File: src/rtl/stack_path_drain.sv
// Pops a pushed path of 2-bit moves off the external stack in LIFO order and
// hands each one to the move executor over a valid/ready stream.
module stack_path_drain #(
  parameter int DEPTH      = 256,
  parameter int CNT_W      = 9,
  parameter int SETTLE_CYC = 2
) (
  input  logic             clk,
  input  logic             rst,
  input  logic             start,
  input  logic             abort,
  input  logic [1:0]       stk_top,
  input  logic             stk_empty,
  output logic             stk_pop,
  output logic             mv_valid,
  input  logic             mv_ready,
  output logic [1:0]       mv_data,
  output logic             busy,
  output logic             done,
  output logic [CNT_W-1:0] move_count
);

  localparam int SW = (SETTLE_CYC > 1) ? $clog2(SETTLE_CYC) : 1;
  localparam logic [SW-1:0]    SETTLE_LOAD = SW'(SETTLE_CYC - 1);
  localparam logic [CNT_W-1:0] CNT_MAX     = CNT_W'(DEPTH);

  typedef enum logic [2:0] {IDLE, SETTLE, PRESENT, POP, DONE} state_t;

  state_t           state_q, state_d;
  logic [SW-1:0]    settle_q, settle_d;
  logic             stk_pop_d, mv_valid_d, busy_d, done_d;
  logic [1:0]       mv_data_d;
  logic [CNT_W-1:0] move_count_d;

  // NOTE: every signal gets a default first so no path through the case
  // leaves a value unassigned, which would otherwise infer a latch.
  always_comb begin
    state_d      = state_q;
    settle_d     = settle_q;
    stk_pop_d    = 1'b0;
    done_d       = 1'b0;
    mv_valid_d   = mv_valid;
    mv_data_d    = mv_data;
    move_count_d = move_count;

    if (abort) begin
      state_d    = IDLE;
      mv_valid_d = 1'b0;
    end else begin
      unique case (state_q)
        IDLE: begin
          if (start) begin
            state_d      = SETTLE;
            settle_d     = SETTLE_LOAD;
            move_count_d = '0;
          end
        end
        SETTLE: begin
          // stk_top/stk_empty trail the pointer, so only trust them on the last cycle
          if (settle_q == '0) begin
            if (stk_empty) begin
              state_d = DONE;
              done_d  = 1'b1;
            end else begin
              state_d    = PRESENT;
              mv_data_d  = stk_top;
              mv_valid_d = 1'b1;
            end
          end else begin
            settle_d = settle_q - 1'b1;
          end
        end
        PRESENT: begin
          if (mv_ready) begin
            state_d    = POP;
            mv_valid_d = 1'b0;
            stk_pop_d  = 1'b1;
            if (move_count != CNT_MAX) move_count_d = move_count + 1'b1;
          end
        end
        POP: begin
          state_d  = SETTLE;
          settle_d = SETTLE_LOAD;
        end
        DONE:    state_d = IDLE;
        default: state_d = IDLE;
      endcase
    end

    busy_d = (state_d != IDLE);
  end

  // NOTE: sequential state uses non-blocking assignments so every register
  // samples the pre-edge values regardless of statement order.
  always_ff @(posedge clk or posedge rst) begin
    if (rst) begin
      state_q    <= IDLE;
      settle_q   <= '0;
      stk_pop    <= 1'b0;
      mv_valid   <= 1'b0;
      mv_data    <= 2'b00;
      busy       <= 1'b0;
      done       <= 1'b0;
      move_count <= '0;
    end else begin
      state_q    <= state_d;
      settle_q   <= settle_d;
      stk_pop    <= stk_pop_d;
      mv_valid   <= mv_valid_d;
      mv_data    <= mv_data_d;
      busy       <= busy_d;
      done       <= done_d;
      move_count <= move_count_d;
    end
  end

endmodule

File: config.mk
export PLATFORM = sky130hd
export DESIGN_NAME = stack_path_drain
export DESIGN_NICKNAME = d
export VERILOG_FILES = /design/src/rtl/stack_path_drain.sv
export SDC_FILE = /design/constraint.sdc
export NUM_CORES = 1
export LEC_CHECK = 0
export BUFFER_PORTS_ARGS = -buffer_cell sky130_fd_sc_hd__clkbuf_2
export CAP_MARGIN = 20
export CELL_PAD_IN_SITES_DETAIL_PLACEMENT = 1
export CELL_PAD_IN_SITES_GLOBAL_PLACEMENT = 1
export CORE_UTILIZATION = 45
export CTS_BUF_LIST = sky130_fd_sc_hd__clkbuf_2 sky130_fd_sc_hd__clkbuf_4 sky130_fd_sc_hd__clkbuf_8
export CTS_CLUSTER_DIAMETER = 60
export DETAILED_ROUTE_END_ITERATION = 10
export HOLD_SLACK_MARGIN = 0.02
export PLACE_DENSITY_LB_ADDON = 0.1
export SLEW_MARGIN = 10
export SYNTH_ARGS = -nofsm -noshare
export SYNTH_HDL_FRONTEND = slang
export SYNTH_SLANG_ARGS = --single-unit
File: constraint.sdc
create_clock -name clk -period 3.4 [get_ports clk]
set_input_delay 1.02 -clock clk [delete_from_list [all_inputs] [get_ports clk]]
set_output_delay 1.02 -clock clk [all_outputs]
set_load 0.02 [all_outputs]
Word-level counts from Yosys, hierarchy flattened
Cells that the tools add are included.
- RAM bits: 0
- bits in latches: 0
- word-level logic and storage cells: 57
- register bits after elaboration: 19
- output and inout bits: 15
- memories kept: 0
- bits in read-only memories: 0
- $lt $le $gt $ge: 0
- add/subtract/negate cells: 2
- divide/modulo/power cells: 0
- bitwise gates (word level): 3
- reduce and logical (&&, ||, !) cells: 9
- equality and inequality tests: 10
- shift-type cells: 0
- multiplexer cells: 25
- multipliers: 0
- operator list (kind ; count):
    $mux W9 ; 3
    $pmux W9 S2 ; 1
    $mux W3 ; 5
    $mux W1 ; 13
    $pmux W3 S4 ; 1
    $add A9 B1 Y9 const B ; 1
    $ne A3 B3 Y1 const B ; 3
    $ne A9 B9 Y1 const B ; 1
    $reduce_bool A3 Y1 ; 3
    $reduce_and A4 Y1 ; 2
    $eq A3 B2 Y1 const B ; 2
    $ne A2 B2 Y1 const B ; 3
    $reduce_and A5 Y1 ; 1
    $eq A3 B1 Y1 const B ; 1
    $logic_not A3 Y1 ; 1
    $not A1 Y1 ; 3
    $pmux W1 S3 ; 1
    $reduce_and A3 Y1 ; 1
    $pmux W1 S2 ; 1
    $reduce_bool A2 Y1 ; 1
    $sub A1 B1 Y1 const B ; 1

Longest topological paths before layout
- depth in word-level cells: 5
- mapped depth: 7

Worst setup path before layout
No wires, ideal clock.
- path type: input to register
- start point: in stk_empty
- end point: reg mv_data[0]
- setup time: 0.125 ns
- slack: 1.136 ns
- arrival time: 2.139 ns
- required time: 3.275 ns
- stages: 3
- buffers on the path: 0
- cells stage by stage: or4b_4 or3_4 mux2_4
- longest elaborated chain between the ends: 2
- RTL lines (item ; line ; source):
    from (decl) ; 13 ; input logic stk_empty,
    $not A1 Y1 (no source line) ; -- ;
    $reduce_and A4 Y1 (no source line) ; -- ;
    to (signal assigned) ; 110 ; mv_data <= mv_data_d;
    to (decl) ; 17 ; output logic [1:0] mv_data,
Every way passes these cells.
A chain may end at the register's enable or synchronous reset.

Worst setup path in the final report
- start point: in abort
- end point: reg move_count[2]
- longest elaborated chain between the ends: 2
- RTL lines (item ; line ; source):
    from (decl) ; 11 ; input logic abort,
    $not A1 Y1 (no source line) ; -- ;
    $reduce_and A5 Y1 (no source line) ; -- ;
    to (signal assigned) ; 113 ; move_count <= move_count_d;
    to (decl) ; 20 ; output logic [CNT_W-1:0] move_count
Every way passes these cells.

==> impl_metrics.json <==
{
  "maxCapViolations": 0,
  "vias": 827,
  "path_class": "input port to flop",
  "synthXorXnorAreaFrac_pct": 0,
  "max_freq_mhz": 411.4,
  "worst_slack_ps": 969.3,
  "grt-ovfl-total": 0,
  "ant_nets": 0,
  "rsz0062_at_grt": "false",
  "final-hold-violation-count": 0,
  "muxShareOfSynthArea_pct": 3.019,
  "hp-class": "flop to flop",
  "finalSetupViolations": 0,
  "tightestPinTransition_ps": 702.2,
  "core_sq_mm": 0.002022,
  "critPathCaptureType": "flop",
  "synth_top_area_share_pct": 47.80,
  "rrSetupSlack_ps": 1310,
  "slew_violations": 0,
  "antenna_cells": 0,
  "drc_errors": 0,
  "synth_common_cells": "dfrtp_1 (19), nand2_1 (8), nand3_1 (8)",
  "final_cells": 146,
  "synth.area.top_cells": "dfrtp_1 (48%), nand3_1 (4.0%), mux2_4 (3.0%), nand2_1 (3.0%), nor3b_1 (3.0%)",
  "outcome": "completed",
  "drt_pass1_iterations": 4,
  "p_leak_uw": 0.0005751,
  "reg2reg_depth": 4,
  "yosys_warnings": 0,
  "synth_flop_cell": "dfrtp_1",
  "worstReg2RegStart": "state_q[2]$_DFF_PP0_",
  "synth-compound-area-share_pct": 15.60,
  "grt_antenna_before_repair": 0,
  "drt_wl_total_microns": 2305,
  "grt_pass1_vias": 814,
  "synth_top_family_by_area": "simple AND/OR/NAND/NOR gates",
  "ys_types": 38,
  "drtIter0Drc": 14,
  "ys_seq_area_share_pct": 47.80,
  "avgSynthCellArea_sq_um": 10.25,
  "synthesis.area_sq_um": 994.7,
  "cts_root_buf": "clkbuf_4",
  "fin_crit_sh_pct": 71.49,
  "grt_use_total_pct": 22.37,
  "postCtsSetupBuffers": 0,
  "cts.clk_slew.worst_paths_ps": 110,
  "h-tree-depth": 1,
  "gp_congestion": 0.8611,
  "cp-endpoint": "move_count[2]$_DFFE_PP0P_",
  "worstReg2RegEnd": "move_count[2]$_DFFE_PP0P_",
  "syn-num-nets": 107,
  "ir_drop_mv": 0.2340,
  "crit_path_start_kind": "input port",
  "arrival_ps": 2630,
  "hpwl_microns": 1643,
  "die_h_microns": 49.02,
  "yosys.area.top_type": "dfrtp_1",
  "critPathLaunch": "abort",
  "crit_required_ps": 3600,
  "powerDensity_mw_per_mm2": 427.6,
  "synthAdderAreaFrac_pct": 2.516,
  "yosys.area_share.simple_pct": 26.67,
  "clock_skew_ps": 4.830,
  "min_period_ps": 2431,
  "portBuffers": 22,
  "synthCells": 97,
  "synth-edff-count": 0,
  "dieWidth_microns": 49.02,
  "grt_pass1_wl_microns": 4119,
  "ios": 23,
  "cts-hold-fix-buffers": 0,
  "final.setup.tns_ps": 0,
  "numCtsBuffers": 3,
  "cts_sinks": 19,
  "synth_most_common_cell": "dfrtp_1",
  "fin_hold_ws_ps": 522.8,
  "via_per_inst": 5.664,
  "final_nets": 130,
  "clkLatencyLatePin_ps": 300,
  "ctsLongestPathBuffers": 2,
  "async_flop_share_pct": 100.0,
  "cts_resized": 0,
  "place_inst": 142,
  "dieArea_sq_mm": 0.002402,
  "ys_ff_latch": 19,
  "synthToLayoutAreaGrowth_pct": 14.59,
  "worstPathMaxFanout": 12,
  "cts_tree": "yes",
  "rows": 16,
  "grt_max_degree": 20,
  "relSlewSlack_pct": 53.13,
  "dp_slack_ps": 667.0,
  "avgRoutedWirePerCell_microns": 15.79,
  "drive_gt1_share_pct": 26.89,
  "initial_core_util_pct": 49.20
}
==> how the worst min path moves through the flow <==
stage,startpoint,end,slack [ps],cells after the start
floorplan,settle_q$_DFFE_PP0P_,settle_q$_DFFE_PP0P_,470,2
global placement,mv_data[0]$_DFFE_PP0P_,mv_data[0]$_DFFE_PP0P_,490,1
detailed placement,mv_data[0]$_DFFE_PP0P_,mv_data[0]$_DFFE_PP0P_,500,1
CTS,mv_data[0]$_DFFE_PP0P_,mv_data[0]$_DFFE_PP0P_,530,1
global route,mv_data[1]$_DFFE_PP0P_,mv_data[1]$_DFFE_PP0P_,550,1
finish,mv_data[1]$_DFFE_PP0P_,mv_data[1]$_DFFE_PP0P_,520,1
==> layer usage <==
| layer | GRT usage (%) | wire length [microns] |
|---|---|---|
| met1 | 33.60 | 1189 |
| met2 | 34.03 | 1044 |
| met3 | 1.869 | 72 |
| met4 | 7.353 | 0 |
| met5 | 0 | 0 |
==> sequential cells by signal, summed over array words and instances, names as in the netlist <==
register and flops:
done 1, move_count 9, settle_q 1, state_q 3, mv_valid 1, busy 1, mv_data 2, stk_pop 1
==> cell families after synthesis <==
family	after synthesis
AND/OR/NAND/NOR	45
multiplexers	2
adder cells (fa/ha/maj)	2
AO/OA/AOI/OAI	21
buffers and inverters	8
flip-flops	19
==> final cells by class <==
cell class,count,area (sq um)
Clock buffer,4,30.03
Tap cell,27,33.78
Multi-Input combinational cell,70,475.5
Fill cell,252,882.1
Timing Repair Buffer,22,110.1
Sequential cell,19,475.5
Inverter,4,15.01
==> worst max-delay path, cell delays in order <==
cell and delay, ps:
clkbuf_2 120, nor2_1 370, o2111ai_2 420, and2_1 330, a221o_1 360
==> placed cells by master (no fill, tap or decap), types with 2 or more instances in the layout <==
master / count
inv_1: 4
dfrtp_1: 19
nor3_1: 2
a21oi_1: 3
nor2b_1: 2
a211oi_1: 2
ha_1: 2
clkbuf_2: 22
nand3_1: 8
and3_1: 4
clkbuf_4: 4
o21ai_0: 4
mux2_4: 2
nand2_1: 8
nor3b_1: 4
a21o_1: 3
nor2_1: 4
or3_1: 3
==> where the power goes <==
part	switching (uW)	internal, uW	total, uW
sequential	18.9	247	266
clock	71.6	53.7	125
combinational	52.7	43.1	95.8
==> through the flow <==
stage	cell area [sq um]	power, uW	utilization, %
floorplan	994.7	337.6	-
global placement	1110	364.6	54.89
detailed placement	1110	367.3	54.89
CTS	1140	495.5	56.37
global route	1140	514.6	56.37
finish	1140	487.4	56.37
Power figures use the tool's default switching activity.
